[src/rtl/clk_div_pkg.sv]
// Shared types and constants for the multi-channel clock divider.
package clk_div_pkg;

  // Default divisor / counter width used by the standalone type below.
  localparam int unsigned DIV_BUS_DEF = 32;

  // Smallest divisor that produces a running channel; anything below idles it.
  localparam int unsigned CLK_DIV_MIN = 2;

  typedef logic [DIV_BUS_DEF-1:0] div_t;

  // One channel's programmable configuration.
  typedef struct packed {
    div_t div;
    div_t high;
  } ch_cfg_t;

endpackage

[src/rtl/clk_div_multi_if.sv]
// Control / status bundle between the clock divider and its host.
interface clk_div_multi_if
  import clk_div_pkg::*;
#(
  parameter int unsigned NUM_CH  = 4,
  parameter int unsigned DIV_BUS = 32
);

  logic [NUM_CH-1:0]              en;
  logic                           load;
  logic [NUM_CH-1:0][DIV_BUS-1:0] div;
  logic [NUM_CH-1:0][DIV_BUS-1:0] high;
  logic [NUM_CH-1:0]              outclk;
  logic [NUM_CH-1:0]              tick;
  logic [NUM_CH-1:0]              pending;

  modport master (
    output en, load, div, high,
    input  outclk, tick, pending
  );

  modport slave (
    input  en, load, div, high,
    output outclk, tick, pending
  );

endinterface

[src/rtl/clk_div_channel.sv]
// One divider channel: period counter, double-buffered divisor / high-count,
// and the pending flag that defers a retune to the next period boundary.
// Programmable duty is compiled in with CLK_DIV_DUTY_CFG_EN; without it the
// high phase is floor(div/2).
module clk_div_channel
  import clk_div_pkg::*;
#(
  parameter int unsigned DIV_BUS = 32,
  parameter int unsigned DEF_DIV = 1_000_000
) (
  input  logic               inclk,
  input  logic               rst,
  input  logic               en_i,
  input  logic               load_i,
  input  logic [DIV_BUS-1:0] div_i,
`ifdef CLK_DIV_DUTY_CFG_EN
  input  logic [DIV_BUS-1:0] high_i,
`endif
  output logic               outclk_o,
  output logic               tick_o,
  output logic               pending_o
);

  localparam logic [DIV_BUS-1:0] ZERO_C     = DIV_BUS'(0);
  localparam logic [DIV_BUS-1:0] ONE_C      = DIV_BUS'(1);
  localparam logic [DIV_BUS-1:0] MIN_DIV_C  = DIV_BUS'(CLK_DIV_MIN);
  localparam logic [DIV_BUS-1:0] DEF_DIV_C  = DIV_BUS'(DEF_DIV);
  localparam logic [DIV_BUS-1:0] DEF_HIGH_C = DEF_DIV_C >> 1;

  logic [DIV_BUS-1:0] cnt_q, cnt_d;
  logic [DIV_BUS-1:0] act_div_q, act_div_d;
  logic [DIV_BUS-1:0] act_high_q, act_high_d;
  logic [DIV_BUS-1:0] sh_div_q, sh_div_d;
  logic [DIV_BUS-1:0] sh_high_q, sh_high_d;
  logic               pending_q, pending_d;
  logic               outclk_q, outclk_d;
  logic               tick_q, tick_d;

  logic               running_s;
  logic               last_s;
  logic               apply_s;
  logic [DIV_BUS-1:0] req_high_s;

  // High-count requested by a load: from the port, or half the divisor.
  always_comb begin
`ifdef CLK_DIV_DUTY_CFG_EN
    req_high_s = high_i;
`else
    req_high_s = div_i >> 1;
`endif
  end

  // Next-state: counter/outputs, boundary apply of the shadow, shadow capture.
  always_comb begin
    running_s = en_i && (act_div_q >= MIN_DIV_C);
    // act_div-1 is only formed when act_div >= 2, so it never wraps.
    if (running_s) begin
      last_s = (cnt_q == (act_div_q - ONE_C));
    end else begin
      last_s = 1'b0;
    end
    apply_s = pending_q && (!running_s || last_s);

    if (running_s) begin
      outclk_d = (cnt_q < act_high_q);
      tick_d   = (cnt_q == ZERO_C);
      if (last_s) begin
        cnt_d = ZERO_C;
      end else begin
        cnt_d = cnt_q + ONE_C;
      end
    end else begin
      outclk_d = 1'b0;
      tick_d   = 1'b0;
      cnt_d    = ZERO_C;
    end

    // The apply uses the pre-edge shadow, so a coincident load waits a period.
    if (apply_s) begin
      act_div_d  = sh_div_q;
      act_high_d = sh_high_q;
    end else begin
      act_div_d  = act_div_q;
      act_high_d = act_high_q;
    end

    if (load_i) begin
      sh_div_d  = div_i;
      sh_high_d = req_high_s;
      pending_d = 1'b1;
    end else begin
      sh_div_d  = sh_div_q;
      sh_high_d = sh_high_q;
      if (apply_s) begin
        pending_d = 1'b0;
      end else begin
        pending_d = pending_q;
      end
    end
  end

  // State registers; reset restores the default divisor in both banks.
  always_ff @(posedge inclk or posedge rst) begin
    if (rst) begin
      cnt_q      <= ZERO_C;
      act_div_q  <= DEF_DIV_C;
      act_high_q <= DEF_HIGH_C;
      sh_div_q   <= DEF_DIV_C;
      sh_high_q  <= DEF_HIGH_C;
      pending_q  <= 1'b0;
      outclk_q   <= 1'b0;
      tick_q     <= 1'b0;
    end else begin
      cnt_q      <= cnt_d;
      act_div_q  <= act_div_d;
      act_high_q <= act_high_d;
      sh_div_q   <= sh_div_d;
      sh_high_q  <= sh_high_d;
      pending_q  <= pending_d;
      outclk_q   <= outclk_d;
      tick_q     <= tick_d;
    end
  end

  assign outclk_o  = outclk_q;
  assign tick_o    = tick_q;
  assign pending_o = pending_q;

endmodule

[src/rtl/clk_div_multi.sv]
// Multi-channel clock divider top: NUM_CH independent channels sharing one
// load strobe. Build option CLK_DIV_DUTY_CFG_EN enables the per-channel
// high-count input; otherwise each channel runs at floor(div/2) high.
module clk_div_multi
  import clk_div_pkg::*;
#(
  parameter int unsigned NUM_CH  = 4,
  parameter int unsigned DIV_BUS = 32,
  parameter int unsigned DEF_DIV = 1_000_000
) (
  input  logic            inclk,
  input  logic            rst,
  clk_div_multi_if.slave  bus
);

  logic [NUM_CH-1:0] outclk_s;
  logic [NUM_CH-1:0] tick_s;
  logic [NUM_CH-1:0] pending_s;

  for (genvar g = 0; g < NUM_CH; g++) begin : g_ch
    clk_div_channel #(
      .DIV_BUS (DIV_BUS),
      .DEF_DIV (DEF_DIV)
    ) u_ch (
      .inclk     (inclk),
      .rst       (rst),
      .en_i      (bus.en[g]),
      .load_i    (bus.load),
      .div_i     (bus.div[g]),
`ifdef CLK_DIV_DUTY_CFG_EN
      .high_i    (bus.high[g]),
`endif
      .outclk_o  (outclk_s[g]),
      .tick_o    (tick_s[g]),
      .pending_o (pending_s[g])
    );
  end

  assign bus.outclk  = outclk_s;
  assign bus.tick    = tick_s;
  assign bus.pending = pending_s;

endmodule

[src/flat_wrapper.sv]
// flat-port wrapper written by rule: the top's interface ports become plain ports
module clk_div_multi_flat import clk_div_pkg::*;
#(
  parameter int unsigned NUM_CH  = 4,
  parameter int unsigned DIV_BUS = 32,
  parameter int unsigned DEF_DIV = 1_000_000
)
  (inclk, rst, bus_en, bus_load, bus_div, bus_high, bus_outclk, bus_tick, bus_pending);
  clk_div_multi_if #(.NUM_CH(NUM_CH), .DIV_BUS(DIV_BUS)) bus_i ();
  input  logic inclk;
  input  logic rst;
  input wire logic [$bits(bus_i.en)-1:0] bus_en;
  input wire logic [$bits(bus_i.load)-1:0] bus_load;
  input wire logic [$bits(bus_i.div)-1:0] bus_div;
  input wire logic [$bits(bus_i.high)-1:0] bus_high;
  output wire logic [$bits(bus_i.outclk)-1:0] bus_outclk;
  output wire logic [$bits(bus_i.tick)-1:0] bus_tick;
  output wire logic [$bits(bus_i.pending)-1:0] bus_pending;
  assign bus_i.en = bus_en;
  assign bus_i.load = bus_load;
  assign bus_i.div = bus_div;
  assign bus_i.high = bus_high;
  assign bus_outclk = bus_i.outclk;
  assign bus_tick = bus_i.tick;
  assign bus_pending = bus_i.pending;
  clk_div_multi #(.NUM_CH(NUM_CH), .DIV_BUS(DIV_BUS), .DEF_DIV(DEF_DIV)) u_core (.inclk(inclk), .rst(rst), .bus(bus_i));
endmodule
[config.mk]
export PLATFORM = sky130hd
export DESIGN_NAME = clk_div_multi_flat
export DESIGN_NICKNAME = d
export VERILOG_FILES = /design/src/rtl/clk_div_pkg.sv /design/src/rtl/clk_div_multi_if.sv /design/src/rtl/clk_div_channel.sv /design/src/rtl/clk_div_multi.sv /design/src/flat_wrapper.sv
export SDC_FILE = /design/constraint.sdc
export NUM_CORES = 1
export LEC_CHECK = 0
export CAP_MARGIN = 20
export CORE_ASPECT_RATIO = 1.5
export CORE_MARGIN = 2
export CORE_UTILIZATION = 35
export CTS_CLUSTER_SIZE = 12
export DETAILED_ROUTE_END_ITERATION = 10
export PLACE_DENSITY = 0.52
export SYNTH_ARGS = -nofsm -noshare
export SYNTH_HDL_FRONTEND = slang
export SYNTH_HIERARCHICAL = 1
export SYNTH_SLANG_ARGS = --single-unit
[constraint.sdc]
create_clock -name inclk -period 3.9 [get_ports inclk]
set_clock_uncertainty 0.1 [all_clocks]
set_input_delay 0.78 -clock inclk [delete_from_list [all_inputs] [get_ports inclk]]
set_output_delay 0.78 -clock inclk [all_outputs]
set_load 0.05 [all_outputs]
==> results.json <==
{
  "outcome": "finished clean",
  "cp_num_buf_inv": 1,
  "async_flop_share_pct": 100,
  "grt-ovfl-total": 0,
  "synth_cell_type_count": 68,
  "min_period_over_period_pct": 97.6,
  "pwr-share-comb_pct": 22.4,
  "synth-seq-area-share_pct": 40.4,
  "finalHoldViolCount": 0,
  "grt_max_degree": 73,
  "power_per_cell_area_nw_per_um2": 408,
  "insertion_delay_ns": 0.59,
  "yosysWarnings": 6,
  "first_pass_iters": 8,
  "required_ns": 4.25,
  "synthTopCellsByArea": "dfrtp_1, ha_1, mux2_2",
  "worst-path-stages": 9,
  "slew_violations": 0,
  "avgSynthCellArea_sq_um": 10.0,
  "grtUsageTotal_pct": 18.5,
  "fp.dieH_um": 329,
  "cts_buffers": 44,
  "slowest_delay_ns": 0.58,
  "antenna_found_initial": 6,
  "swShare_pct": 30.7,
  "placed_area_sq_um": 27700,
  "p_sw_mw": 3.64,
  "coreArea_sq_um": 70000,
  "drc_errors": 0,
  "cp.arrival_ns": 4.16,
  "p_total_mw": 11.9,
  "end_kind": "flop",
  "post_cts_buffers": 0,
  "hp-class": "flop to flop",
  "peakVddDrop_uv": 442,
  "slew_headroom_pct": 45.0,
  "cap_violations": 0,
  "setup_viol": 0,
  "fin_hold_ws_ns": 0.376,
  "final_cell_area_sq_um": 29100,
  "min_period_ns": 3.81,
  "clock_path_buffers": 3,
  "layout.nets": 3032,
  "die_area_sq_um": 72800,
  "p_seq_share_pct": 43.1,
  "clkPwrFrac_pct": 34.4,
  "syn_inst": 2462,
  "num_vias": 19000,
  "top_level_ports": 275,
  "dr.first_iter.drc_count": 907,
  "worstSetupEndpoint": "u_core/g_ch[3].u_ch/act_div_q[3]",
  "cts-hold-fix-buffers": 0,
  "synth_seq_cells": 396,
  "clk_pin_slew_ns": 0.06,
  "root_buffer": "clkbuf_16",
  "synth_top_area_share_pct": 34.4,
  "r2r_start": "u_core/g_ch[3].u_ch/act_div_q[22]",
  "yosysTopAreaCell": "dfrtp_1",
  "clock-sinks": 396,
  "wl_per_cell_um": 18.8,
  "crit_path_top_delay_cell": "or4_1",
  "final_cell_mix": "dfrtp_1, nor2_1, inv_1",
  "antenna_cells": 0,
  "synth_ff_type": "dfrtp_1",
  "synth_edf_count": 0,
  "ant_nets": 0,
  "ff2ff_path_depth": 9,
  "cp_top_family": "simple AND/OR/NAND/NOR gates",
  "crit_type": "flop to flop",
  "leakage_nw": 12.4,
  "numPortBuffers": 146,
  "path_max_fanout": 32,
  "core.rowCount": 119,
  "first_global_vias": 19600,
  "worst_pin_slew_ns": 0.823,
  "layout-drive-gt1-share_pct": 16.3,
  "rr_endpoint": "u_core/g_ch[3].u_ch/act_div_q[3]",
  "crit_chain": "or4_1, nor4_2, or2b_1, a2111o_1, a211oi_2, o2111ai_1, o41ai_4, buf_12, mux2_1",
  "die_w_um": 221,
  "place_ws_ns": -0.0873,
  "rrSetupSlack_ns": 0.09,
  "rsz0062_at_grt": "no",
  "max_freq_mhz": 263,
  "initial_utilization_pct": 35.3,
  "final_common_cell": "dfrtp_1",
  "grt_pass1_wl_mm": 108,
  "via_per_inst": 5.31,
  "n_fill_cell": 6845,
  "dpl.hpwl_mm": 51.9,
  "area_growth_pct": 17.9,
  "drt-total-wl_mm": 67.4,
  "internal_power_mw": 8.24,
  "htreeDepth": 2,
  "place_congestion": 0.892,
  "critPathLaunchType": "flop",
  "syn_nets": 2861,
  "syn-cell-area_sq_um": 24700,
  "tritoncts": "done",
  "fin_ws_ns": 0.0922,
  "critPathLaunch": "u_core/g_ch[3].u_ch/act_div_q[22]"
}
layout make-up:
cell class	instances	area (sq um)	area share (%)
Clock buffer	66	1250	4.31
Inverter	165	629	2.16
Sequential cell	396	9980	34.3
Clock inverter	16	146	0.503
Multi-Input combinational cell	1772	13600	46.6
Tap cell	907	1130	3.90
Timing Repair Buffer	254	2410	8.26
power groups by stage:
stage | sequential (mW) | clock [mW] | combinational [mW]
final | 5.13 | 4.09 | 2.67
after global routing | 5.20 | 4.42 | 2.97
after CTS | 5.13 | 4.26 | 2.68
after detailed placement | 5.20 | 0 | 2.66
after global placement | 5.18 | 0 | 2.61
after floorplan | 5.02 | 0 | 1.80
logic make-up after synthesis:
kind of cell / share of synthesized area [%]
AND/OR/NAND/NOR: 17.6
flip-flops: 40.4
multiplexers: 12.4
AO/OA/AOI/OAI: 7.99
adder cells (fa/ha/maj): 6.89
XOR/XNOR: 9.85
buffers and inverters: 4.88
sequential cells by signal, indices dropped and copies added, names as in the netlist:
signal and flops:
u_core/g_ch.u_ch/act_div_q 128, u_core/g_ch.u_ch/cnt_q 128, u_core/g_ch.u_ch/sh_div_q 128, u_core/g_ch.u_ch/outclk_o 4, u_core/g_ch.u_ch/pending_o 4, u_core/g_ch.u_ch/tick_o 4
repair_timing:
action	in CTS	in global routing
pin swaps	0	0
resized for setup	1	7
setup endpoints to repair	32	93
routing by layer:
metal	global-route usage, %	wire (um)
met5	0	69
met4	7.57	2760
met3	2.83	2390
met2	33.5	34400
met1	21.8	27700
synth_stat cells, types with 52 or more instances:
cell      count
dfrtp_1     340
nor4_1       76
clkbuf_1    107
nand4_1      97
nor3_1      103
a21oi_1      52
mux2_1       90
inv_1       165
nand3_1      68
xor2_1      121
nand2_1     110
nor2_1      216
xnor2_1     154
dfstp_2      56
mux2_2      137
ha_1        136
worst min-delay path by stage:
| stage | from | depth (start not counted) | to |
|---|---|---|---|
| after detailed placement | u_core/g_ch[3].u_ch/sh_div_q[2] | 1 | u_core/g_ch[3].u_ch/act_div_q[2] |
| after floorplan | u_core/g_ch[0].u_ch/sh_div_q[0] | 1 | u_core/g_ch[0].u_ch/act_div_q[0] |
| after global placement | u_core/g_ch[0].u_ch/sh_div_q[0] | 1 | u_core/g_ch[0].u_ch/act_div_q[0] |
| after global routing | u_core/g_ch[2].u_ch/sh_div_q[3] | 1 | u_core/g_ch[2].u_ch/act_div_q[3] |
| after CTS | u_core/g_ch[2].u_ch/sh_div_q[3] | 1 | u_core/g_ch[2].u_ch/act_div_q[3] |
| final | u_core/g_ch[2].u_ch/sh_div_q[3] | 1 | u_core/g_ch[2].u_ch/act_div_q[3] |
per-stage QoR:
stage	utilization (%)	setup TNS [ns]	std cells
3_5_place_dp	39.5	-1.94	3494
2_1_floorplan	-	0	2462
5_1_grt	41.6	0	3576
3_3_place_gp	39.5	0	3494
4_1_cts	41.6	0	3576
6_report	41.6	0	3576
No activity file was read; power rests on OpenSTA's default activity.
